`src/rtl/io_pwm_pkg.sv`:
```
// io_pwm_pkg: register offsets, CTRL bit positions and reset constants shared by io_pwm
package io_pwm_pkg;
    localparam logic [2:0] PWM_CTRL     = 3'd0;
    localparam logic [2:0] PWM_PRESCALE = 3'd1;
    localparam logic [2:0] PWM_PERIOD   = 3'd2;
    localparam logic [2:0] PWM_DUTY0    = 3'd3;
    localparam logic [2:0] PWM_DUTY1    = 3'd4;
    localparam logic [2:0] PWM_DUTY2    = 3'd5;
    localparam logic [2:0] PWM_STATUS   = 3'd6;
    localparam logic [2:0] PWM_CNT      = 3'd7;
    localparam int CTRL_EN     = 0;
    localparam int CTRL_IRQ_EN = 1;
    localparam int CTRL_INV    = 2;
    localparam int CTRL_CENTER = 5;
    localparam logic [15:0] PWM_PERIOD_RST = 16'hFFFF;
endpackage

```
`src/rtl/io_pwm_chan.sv`:
```
// io_pwm_chan: one PWM channel with double-buffered duty, compare, polarity and output flop
module io_pwm_chan
    import io_pwm_pkg::*;
#(
    parameter int CW = 16
) (
    input  logic          clk,
    input  logic          rst_n,
    input  logic          wr,
    input  logic          load,
    input  logic          en,
    input  logic          inv,
    input  logic [CW-1:0] wdata,
    input  logic [CW-1:0] cnt,
    output logic [CW-1:0] duty,
    output logic          out
);
    logic [CW-1:0] duty_act;

    // shadow follows the bus; active copy only moves when the top says it is glitch-safe
    always_ff @(posedge clk or negedge rst_n)
        if (!rst_n) begin
            duty     <= '0;
            duty_act <= '0;
            out      <= 1'b0;
        end else begin
            if (wr) duty <= wdata;
            if (load) duty_act <= duty;
            out <= (en && cnt < duty_act) ^ inv;
        end
endmodule

```
`src/rtl/io_pwm.sv`:
```
// io_pwm: three-channel PWM on the word-addressed IO bus, spliced into the read-data chain
// Optional: PWM_CENTER_ALIGN_EN adds CTRL[5] center-aligned (up/down) counting.
module io_pwm
    import io_pwm_pkg::*;
#(
    parameter logic [13:0] PWM_BASE = 14'h0040,
    parameter int          CW       = 16
) (
    input  logic        clk,
    input  logic        rst_n,
    input  logic        dma_io_we,
    input  logic [13:0] dma_io_wadr,
    input  logic [31:0] dma_io_wdata,
    input  logic [13:0] dma_io_radr,
    input  logic        dma_io_radr_en,
    input  logic [31:0] dma_io_rdata_in,
    output logic [31:0] dma_io_rdata,
    output logic [2:0]  pwm_out,
    output logic        pwm_irq
);
    logic          en, irq_en, center;
    logic [2:0]    inv;
    logic [CW-1:0] prescale, period, period_act, pre, cnt, cnt_nxt;
    logic          pending, wrap_flag, hit_q;
    logic [31:0]   rdata_q, rval;
    logic [13:0]   woff, roff;
    logic          wsel, rsel, tick, wrap, load, sh_wr;
    logic [CW-1:0] duty [3];
    logic          unused;

    assign woff   = dma_io_wadr - PWM_BASE;
    assign roff   = dma_io_radr - PWM_BASE;
    assign wsel   = dma_io_we && woff < 14'd8;
    assign rsel   = dma_io_radr_en && roff < 14'd8;
    assign sh_wr  = wsel && woff[2:0] >= PWM_PERIOD && woff[2:0] <= PWM_DUTY2;
    assign tick   = en && pre >= prescale;
    assign load   = !en || wrap;
    assign unused = ^dma_io_wdata[31:CW];
    assign dma_io_rdata = hit_q ? rdata_q : dma_io_rdata_in;

`ifdef PWM_CENTER_ALIGN_EN
    logic down;

    assign wrap = tick && (center ? down && cnt == '0 : cnt == period_act);

    // next count: edge mode wraps to zero, center mode reflects at both ends
    always_comb begin
        cnt_nxt = cnt == period_act ? '0 : cnt + 1'b1;
        if (center)
            cnt_nxt = down ? (cnt == '0 ? (period_act == '0 ? '0 : CW'(1)) : cnt - 1'b1)
                           : (cnt == period_act ? (period_act == '0 ? '0 : cnt - 1'b1) : cnt + 1'b1);
    end

    // CTRL[5] and count direction; direction restarts upward whenever center mode is off
    always_ff @(posedge clk or negedge rst_n)
        if (!rst_n) begin
            center <= 1'b0;
            down   <= 1'b0;
        end else begin
            if (wsel && woff[2:0] == PWM_CTRL) center <= dma_io_wdata[CTRL_CENTER];
            if (!en || !center) down <= 1'b0;
            else if (tick) down <= down ? cnt != '0 : cnt == period_act;
        end
`else
    assign center  = 1'b0;
    assign wrap    = tick && cnt == period_act;
    assign cnt_nxt = cnt == period_act ? '0 : cnt + 1'b1;
`endif

    // control, prescale and period registers, plus pending/wrap status and the interrupt flop
    always_ff @(posedge clk or negedge rst_n)
        if (!rst_n) begin
            en         <= 1'b0;
            irq_en     <= 1'b0;
            inv        <= 3'b000;
            prescale   <= '0;
            period     <= CW'(PWM_PERIOD_RST);
            period_act <= CW'(PWM_PERIOD_RST);
            pending    <= 1'b0;
            wrap_flag  <= 1'b0;
            pwm_irq    <= 1'b0;
        end else begin
            if (wsel && woff[2:0] == PWM_CTRL) begin
                en     <= dma_io_wdata[CTRL_EN];
                irq_en <= dma_io_wdata[CTRL_IRQ_EN];
                inv    <= dma_io_wdata[CTRL_INV+:3];
            end
            if (wsel && woff[2:0] == PWM_PRESCALE) prescale <= dma_io_wdata[CW-1:0];
            if (wsel && woff[2:0] == PWM_PERIOD) period <= dma_io_wdata[CW-1:0];
            if (load) period_act <= period;
            pending   <= !en ? 1'b0 : sh_wr ? 1'b1 : wrap ? 1'b0 : pending;
            wrap_flag <= wrap ? 1'b1 : (wsel && woff[2:0] == PWM_STATUS && dma_io_wdata[0]) ? 1'b0 : wrap_flag;
            pwm_irq   <= wrap_flag & irq_en;
        end

    // prescaler and period counter; both sit at zero while disabled
    always_ff @(posedge clk or negedge rst_n)
        if (!rst_n) begin
            pre <= '0;
            cnt <= '0;
        end else if (!en) begin
            pre <= '0;
            cnt <= '0;
        end else if (tick) begin
            pre <= '0;
            cnt <= cnt_nxt;
        end else begin
            pre <= pre + 1'b1;
        end

    // register read mux; unused bits read as zero
    always_comb begin
        rval = '0;
        case (roff[2:0])
            PWM_CTRL:     rval[5:0]    = {center, inv, irq_en, en};
            PWM_PRESCALE: rval[CW-1:0] = prescale;
            PWM_PERIOD:   rval[CW-1:0] = period;
            PWM_DUTY0:    rval[CW-1:0] = duty[0];
            PWM_DUTY1:    rval[CW-1:0] = duty[1];
            PWM_DUTY2:    rval[CW-1:0] = duty[2];
            PWM_STATUS:   rval[1:0]    = {pending, wrap_flag};
            default:      rval[CW-1:0] = cnt;
        endcase
    end

    // one-cycle read capture; a miss lets upstream data through the chain
    always_ff @(posedge clk or negedge rst_n)
        if (!rst_n) begin
            hit_q   <= 1'b0;
            rdata_q <= '0;
        end else begin
            hit_q <= rsel;
            if (rsel) rdata_q <= rval;
        end

    for (genvar c = 0; c < 3; c++) begin : g_chan
        io_pwm_chan #(.CW(CW)) u_chan (
            .clk   (clk),
            .rst_n (rst_n),
            .wr    (wsel && woff[2:0] == PWM_DUTY0 + 3'(c)),
            .load  (load),
            .en    (en),
            .inv   (inv[c]),
            .wdata (dma_io_wdata[CW-1:0]),
            .cnt   (cnt),
            .duty  (duty[c]),
            .out   (pwm_out[c])
        );
    end
endmodule

```
`config.mk`:
```
export PLATFORM = sky130hd
export DESIGN_NAME = io_pwm
export DESIGN_NICKNAME = d
export VERILOG_FILES = /design/src/rtl/io_pwm_pkg.sv /design/src/rtl/io_pwm_chan.sv /design/src/rtl/io_pwm.sv
export SDC_FILE = /design/constraint.sdc
export NUM_CORES = 1
export LEC_CHECK = 0
export BUFFER_PORTS_ARGS = -buffer_cell sky130_fd_sc_hd__buf_4
export CAP_MARGIN = 20
export CORE_UTILIZATION = 45
export CTS_CLUSTER_SIZE = 8
export DETAILED_ROUTE_END_ITERATION = 6
export SYNTH_ARGS = -nofsm -noshare
export SYNTH_HDL_FRONTEND = slang
export SYNTH_SLANG_ARGS = --single-unit
```
`constraint.sdc`:
```
create_clock -name clk -period 5.67 [get_ports clk]
set_input_delay 1.134 -clock clk [delete_from_list [all_inputs] [get_ports clk]]
set_output_delay 1.134 -clock clk [all_outputs]
set_load 0.005 [all_outputs]
```
; After elaboration in Yosys (flattened, before gate mapping)
; Cells that the tools add are included.
[op_classes]
addsub = 4
order_cmp = 8
eq_ne = 15
n_mux = 14
n_bitwise = 4
n_reduce_logical = 23
[ops]
columns = operator, count
row1 = two-way mux 16 bit, 5
row2 = one-hot mux 10 bit (6 select lines), 1
row3 = < comparator 16 bit, 3
row4 = "adder 16 x 1 -> 16 bit, second input constant", 2
row5 = two-way mux 32 bit, 1
row6 = "< comparator 14 x 4 -> 1 bit, second input constant", 2
row7 = one-hot mux 4 bit (7 select lines), 1
row8 = "subtractor 14 x 7 -> 14 bit, second input constant", 2
row9 = "equality test 3 bit, second input constant", 6
row10 = logical AND 1 bit, 17
row11 = equality test 16 bit, 1
row12 = >= comparator 16 bit, 1
row13 = one-hot mux 2 bit (7 select lines), 1
row14 = "equality test 3 x 2 -> 1 bit, second input constant", 4
row15 = "equality test 3 x 1 -> 1 bit, second input constant", 2
row16 = zero test 3 bit, 2
row17 = two-way mux 1 bit, 5
row18 = ">= comparator 3 x 2 -> 1 bit, second input constant", 1
row19 = "<= comparator 3 bit, second input constant", 1
row20 = "!= test 3 x 1 -> 1 bit, second input constant", 1
row21 = XOR 1 bit, 3
row22 = "!= test 2 x 1 -> 1 bit, second input constant", 1
row23 = nonzero test 2 bit, 1
row24 = OR reduction 2 bit, 1
row25 = other kinds (3), 3
[totals]
regBits = 204
input_bits = 96
output_inout_bits = 36
elab_cells = 90

; Depth between registers and ports, before layout
[depth]
depth_word = 7
depth_mapped = 10
depth_no_buf = 8

; Cells and area by module
; Synthesis repeated with hierarchy kept, for this count alone.
[hier_totals]
cells_unflattened = 1034
area_unflattened_um2 = 10948.0
[by_module_without_submodules]
columns = mod, instances, cells_per_inst, area_each_um2, seq_area_each_um2
row1 = io_pwm, 1, 620, 6244.7, 2667.6
row2 = io_pwm_chan, 3, 138, 1567.8, 825.8

; Worst setup path before layout
; Ideal clock, no wire load.
[synth_timing]
path_type = input -> register
from = input dma_io_wadr[12]
to = register g_chan[0].u_chan.duty[10]
setup_time_ns = 0.125
arrival_time_ns = 2.639
required_ns = 5.545
path_slack_ns = 2.906
cell_stages = 6
path_buffers = 1
path_cell_list = nor4_1 and3_1 nand2b_1 nor2_1 buf_2 mux2_2
[synth_between]
elab_chain_len = 4
[synth_lines]
columns = item, line_no
row1 = from (decl), io_pwm.sv:12  ; input logic [13:0] dma_io_wadr,
row2 = subtractor 14 x 7 -> 14 bit, io_pwm.sv:31  ; assign woff = dma_io_wadr - PWM_BASE;
row3 = < comparator 14 x 4 -> 1 bit, io_pwm.sv:33  ; assign wsel = dma_io_we && woff < 14'd8;
row4 = logical AND 1 bit, io_pwm.sv:33
row5 = logical AND 1 bit, io_pwm.sv:140  ; .wr (wsel && woff[2:0] == PWM_DUTY0 + 3'(c)),
row6 = to (signal assigned), io_pwm_chan.sv:27  ; if (wr) duty <= wdata;
row7 = to (decl), io_pwm_chan.sv:15  ; output logic [CW-1:0] duty,
; No other way between the ends.
; A chain may end at the register's enable or synchronous reset.

; Final worst setup path
[layout_timing]
from = register cnt[0]
to = register g_chan[0].u_chan.duty_act[11]
[layout_between]
elab_chain_len = 3
[layout_lines]
columns = item, line_no
row1 = from (decl), io_pwm.sv:23  ; logic [CW-1:0] prescale, period, period_act, pre, cnt, cnt_nxt;
row2 = from (signal assigned), io_pwm.sv:106  ; cnt <= cnt_nxt;
row3 = equality test 16 bit, io_pwm.sv:66  ; assign wrap = tick && cnt == period_act;
row4 = logical AND 1 bit, io_pwm.sv:66
row5 = logical OR 1 bit, io_pwm.sv:37  ; assign load = !en || wrap;
row6 = to (signal assigned), io_pwm_chan.sv:28  ; if (load) duty_act <= duty;
row7 = to (decl), io_pwm_chan.sv:18  ; logic [CW-1:0] duty_act;
; No other way between the ends.

==> out/summary.txt <==
Outcome: completed
Initial Util: 0.458
Fin. Hold Viols: 0
Final count of negative-setup-slack endpoints: 0
Detail Route Antenna Nets: 0
Distinct cells, synth: 59
Worst hold path type: reg2reg
Slew @ Worst Pin: 1.02 ns
Core box area: 24200 sq um
Worst ir drop on vdd: 0.000236 V
Seq/Total Area, Yosys: 0.463
Setup slack, reg-to-reg: 1.87 ns
Clk slew on worst S/H paths: 0.05 ns
Dpl hpwl: 19.3 mm
Syn avg cell area: 11.3 sq um
Family with the most delay on the worst path: simple AND/OR/NAND/NOR gates
Top_reg_cell synth: dfrtp_1
Seq cells post-synth: 204
Hold Buf Count CTS: 0
Share of layout cells above drive strength 1: 0.328
Largest net degree at the start of global routing: 122
Vias in the first global route: 7980
Leading area contributor after synthesis: dfrtp_1
Clock Path Buffers: 3
Max Cap Viol: 0
DR vias: 7848
Util after Layout: 0.540
First DRT Iteration DRCs: 409
Number of I/O port buffers: 115
Hold slack: 0.469 ns
I/O pins: 132
Synth Warn #: 0
Area grow syn2layout: 17.8%
Synth top area cells: dfrtp_1 39%, mux2_2 12%, dfstp_2 7.6%
FFs w/ async S/R, synth: 1.00
Mapped Area: 11100 sq um
Mapped Cells: 985
Max incr delay on CP: 0.92 ns
Clock root buffer: clkbuf_16
Post-cts resize count: 0
CP max-delay cell: o41ai_4
Antenna violations before repair: 0
Antenna cells: 0
Multi-input logic area: 5460 sq um
Clock Latency Late Sink: 0.53 ns
Placed cell count: 1385
Worst setup path class: reg2reg
Crit path max fanout: 43
Chip Height: 159 microns
Setup Skew: 0.0113 ns
Final worst-path cycle share: 0.670
CP Capture Type: flip-flop
GPL Wtd Cong: 0.813
Vias per cell: 5.45
RSZ-0062 raised after global routing: no
Tot GR Track Use: 0.227
Slew margin rel.: 0.322
Die ar.: 25300 sq um
Fin crit period: 3.80 ns
Crit path cell chain: xnor2_1, nand4_1, o41ai_4, nand2_4, buf_4, mux2_4
Grt ovf: 0
Residual DRC: 0
WL per Instance: 19.6 microns
Worst path bufs/invs: 1
DR pass1 iterations: 4
Die Span X: 159 microns
Fin nets: 1254
EDFF count, synth: 0
Pins Over Slew Limit: 0
CP Launch Type: flip-flop
Non-filler cells, final: 1441
CTS Sinks: 204
Yosys top cell area share: 0.387
Fillers: 2180
FF/Latch Area: 5140 sq um
Post-Syn Nets: 1144
Max frequency: 263 MHz
Total Wirelength: 28.3 mm
PD cells: 244 nW/um^2
First-pass GRT wire length: 44.9 mm
Rows: 57
TNS Setup: 0 ns
Leak: 5.97 nW
Critical Path RT: 6.08 ns
CP arrival: 4.21 ns
TritonCTS buffer count: 29
CTS H-tree depth: 1
Total setup buffers inserted after CTS: 0
CTS tree: yes
==> sequential cells by signal, summed over array words and instances (netlist names), 3 cells and up <==
| register | count |
|---|---|
| cnt | 16 |
| inv | 3 |
| period_act | 16 |
| g_chan.u_chan.out | 3 |
| g_chan.u_chan.duty_act | 48 |
| g_chan.u_chan.duty | 48 |
| prescale | 16 |
| period | 16 |
| rdata_q | 16 |
| pre | 16 |
==> placed cells by master (no fill, tap or decap), types with 5 or more instances in the layout <==
master,n
a21o_1,6
a21oi_1,33
a22oi_1,20
and3_1,10
buf_4,122
clkbuf_1,23
clkbuf_16,29
dfrtp_1,172
dfstp_2,32
ha_1,63
inv_1,70
mux2_2,116
mux2_4,49
mux2i_1,5
nand2_1,65
nand2b_1,12
nand3_1,18
nand4_1,15
nor2_1,36
nor2b_1,25
nor4_1,6
o211ai_1,5
o21a_1,6
o21ai_0,82
xnor2_1,24
xor2_1,8
==> power breakdown <==
group / switching (W) / internal, W / leakage [nW]
Sequential: 0.00000125 / 0.00146 / 2.73
Clock: 0.000612 / 0.000949 / 0.388
Combinational: 0.0000941 / 0.0000720 / 2.85
==> layout make-up <==
cell class / count / area share
Tap cell: 324 / 0.0310
Inverter: 70 / 0.0201
Multi-Input combinational cell: 663 / 0.417
Sequential cell: 204 / 0.393
Timing Repair Buffer: 127 / 0.0764
Clock buffer: 52 / 0.0620
Clock inverter: 1 / 0.000382
==> cells by family after synthesis <==
| group | after synthesis | synth area share |
|---|---|---|
| flops | 204 | 0.463 |
| buf+inv | 118 | 0.0457 |
| compound gates | 188 | 0.107 |
| fa+ha+maj | 63 | 0.0709 |
| simple gates | 207 | 0.0932 |
| mux | 173 | 0.194 |
| xor+xnor | 32 | 0.0252 |
==> worst min-delay path, stage by stage (launching register included) <==
cell and delay, ns:
dfrtp_1 0.33, nand2_1 0.04, o21ai_0 0.06
==> per-layer routing <==
metal,track usage,wire length (microns),vias up
li1,-,-,3731
met4,0.0726,772,0
met1,0.321,13400,3851
met5,0,0,-
met2,0.361,12700,212
met3,0.0341,1420,54
==> metrics by stage <==
stage / power, W / area (sq um) / setup slack, ns
after CTS: 0.00322 / 13000 / 1.88
after detailed placement: 0.00165 / 12200 / 1.66
final: 0.00319 / 13100 / 1.87
after global routing: 0.00329 / 13100 / 1.71
after global placement: 0.00165 / 12200 / 1.73
after floorplan: 0.00153 / 11100 / 2.91
==> final timing paths <==
path | from | to | cells after the start
max | cnt[0] | g_chan[0].u_chan.duty_act[11] | 6
min | rdata_q[6] | rdata_q[6] | 2
max reg2reg | cnt[0] | g_chan[0].u_chan.duty_act[11] | 6
min reg2reg | rdata_q[6] | rdata_q[6] | 2
max in group asynchronous | rst_n | period[6] | 2
min in group asynchronous | rst_n | pending | 1
==> synthesized netlist by cell type, types with 24 or more instances <==
master,n
ha_1,63
nand2_1,65
nor2_1,36
dfstp_2,32
nor2b_1,25
mux2_4,49
a21oi_1,33
dfrtp_1,172
xnor2_1,24
o21ai_0,82
inv_1,70
clkbuf_1,28
mux2_2,116
Power figures use the tool's default switching activity.
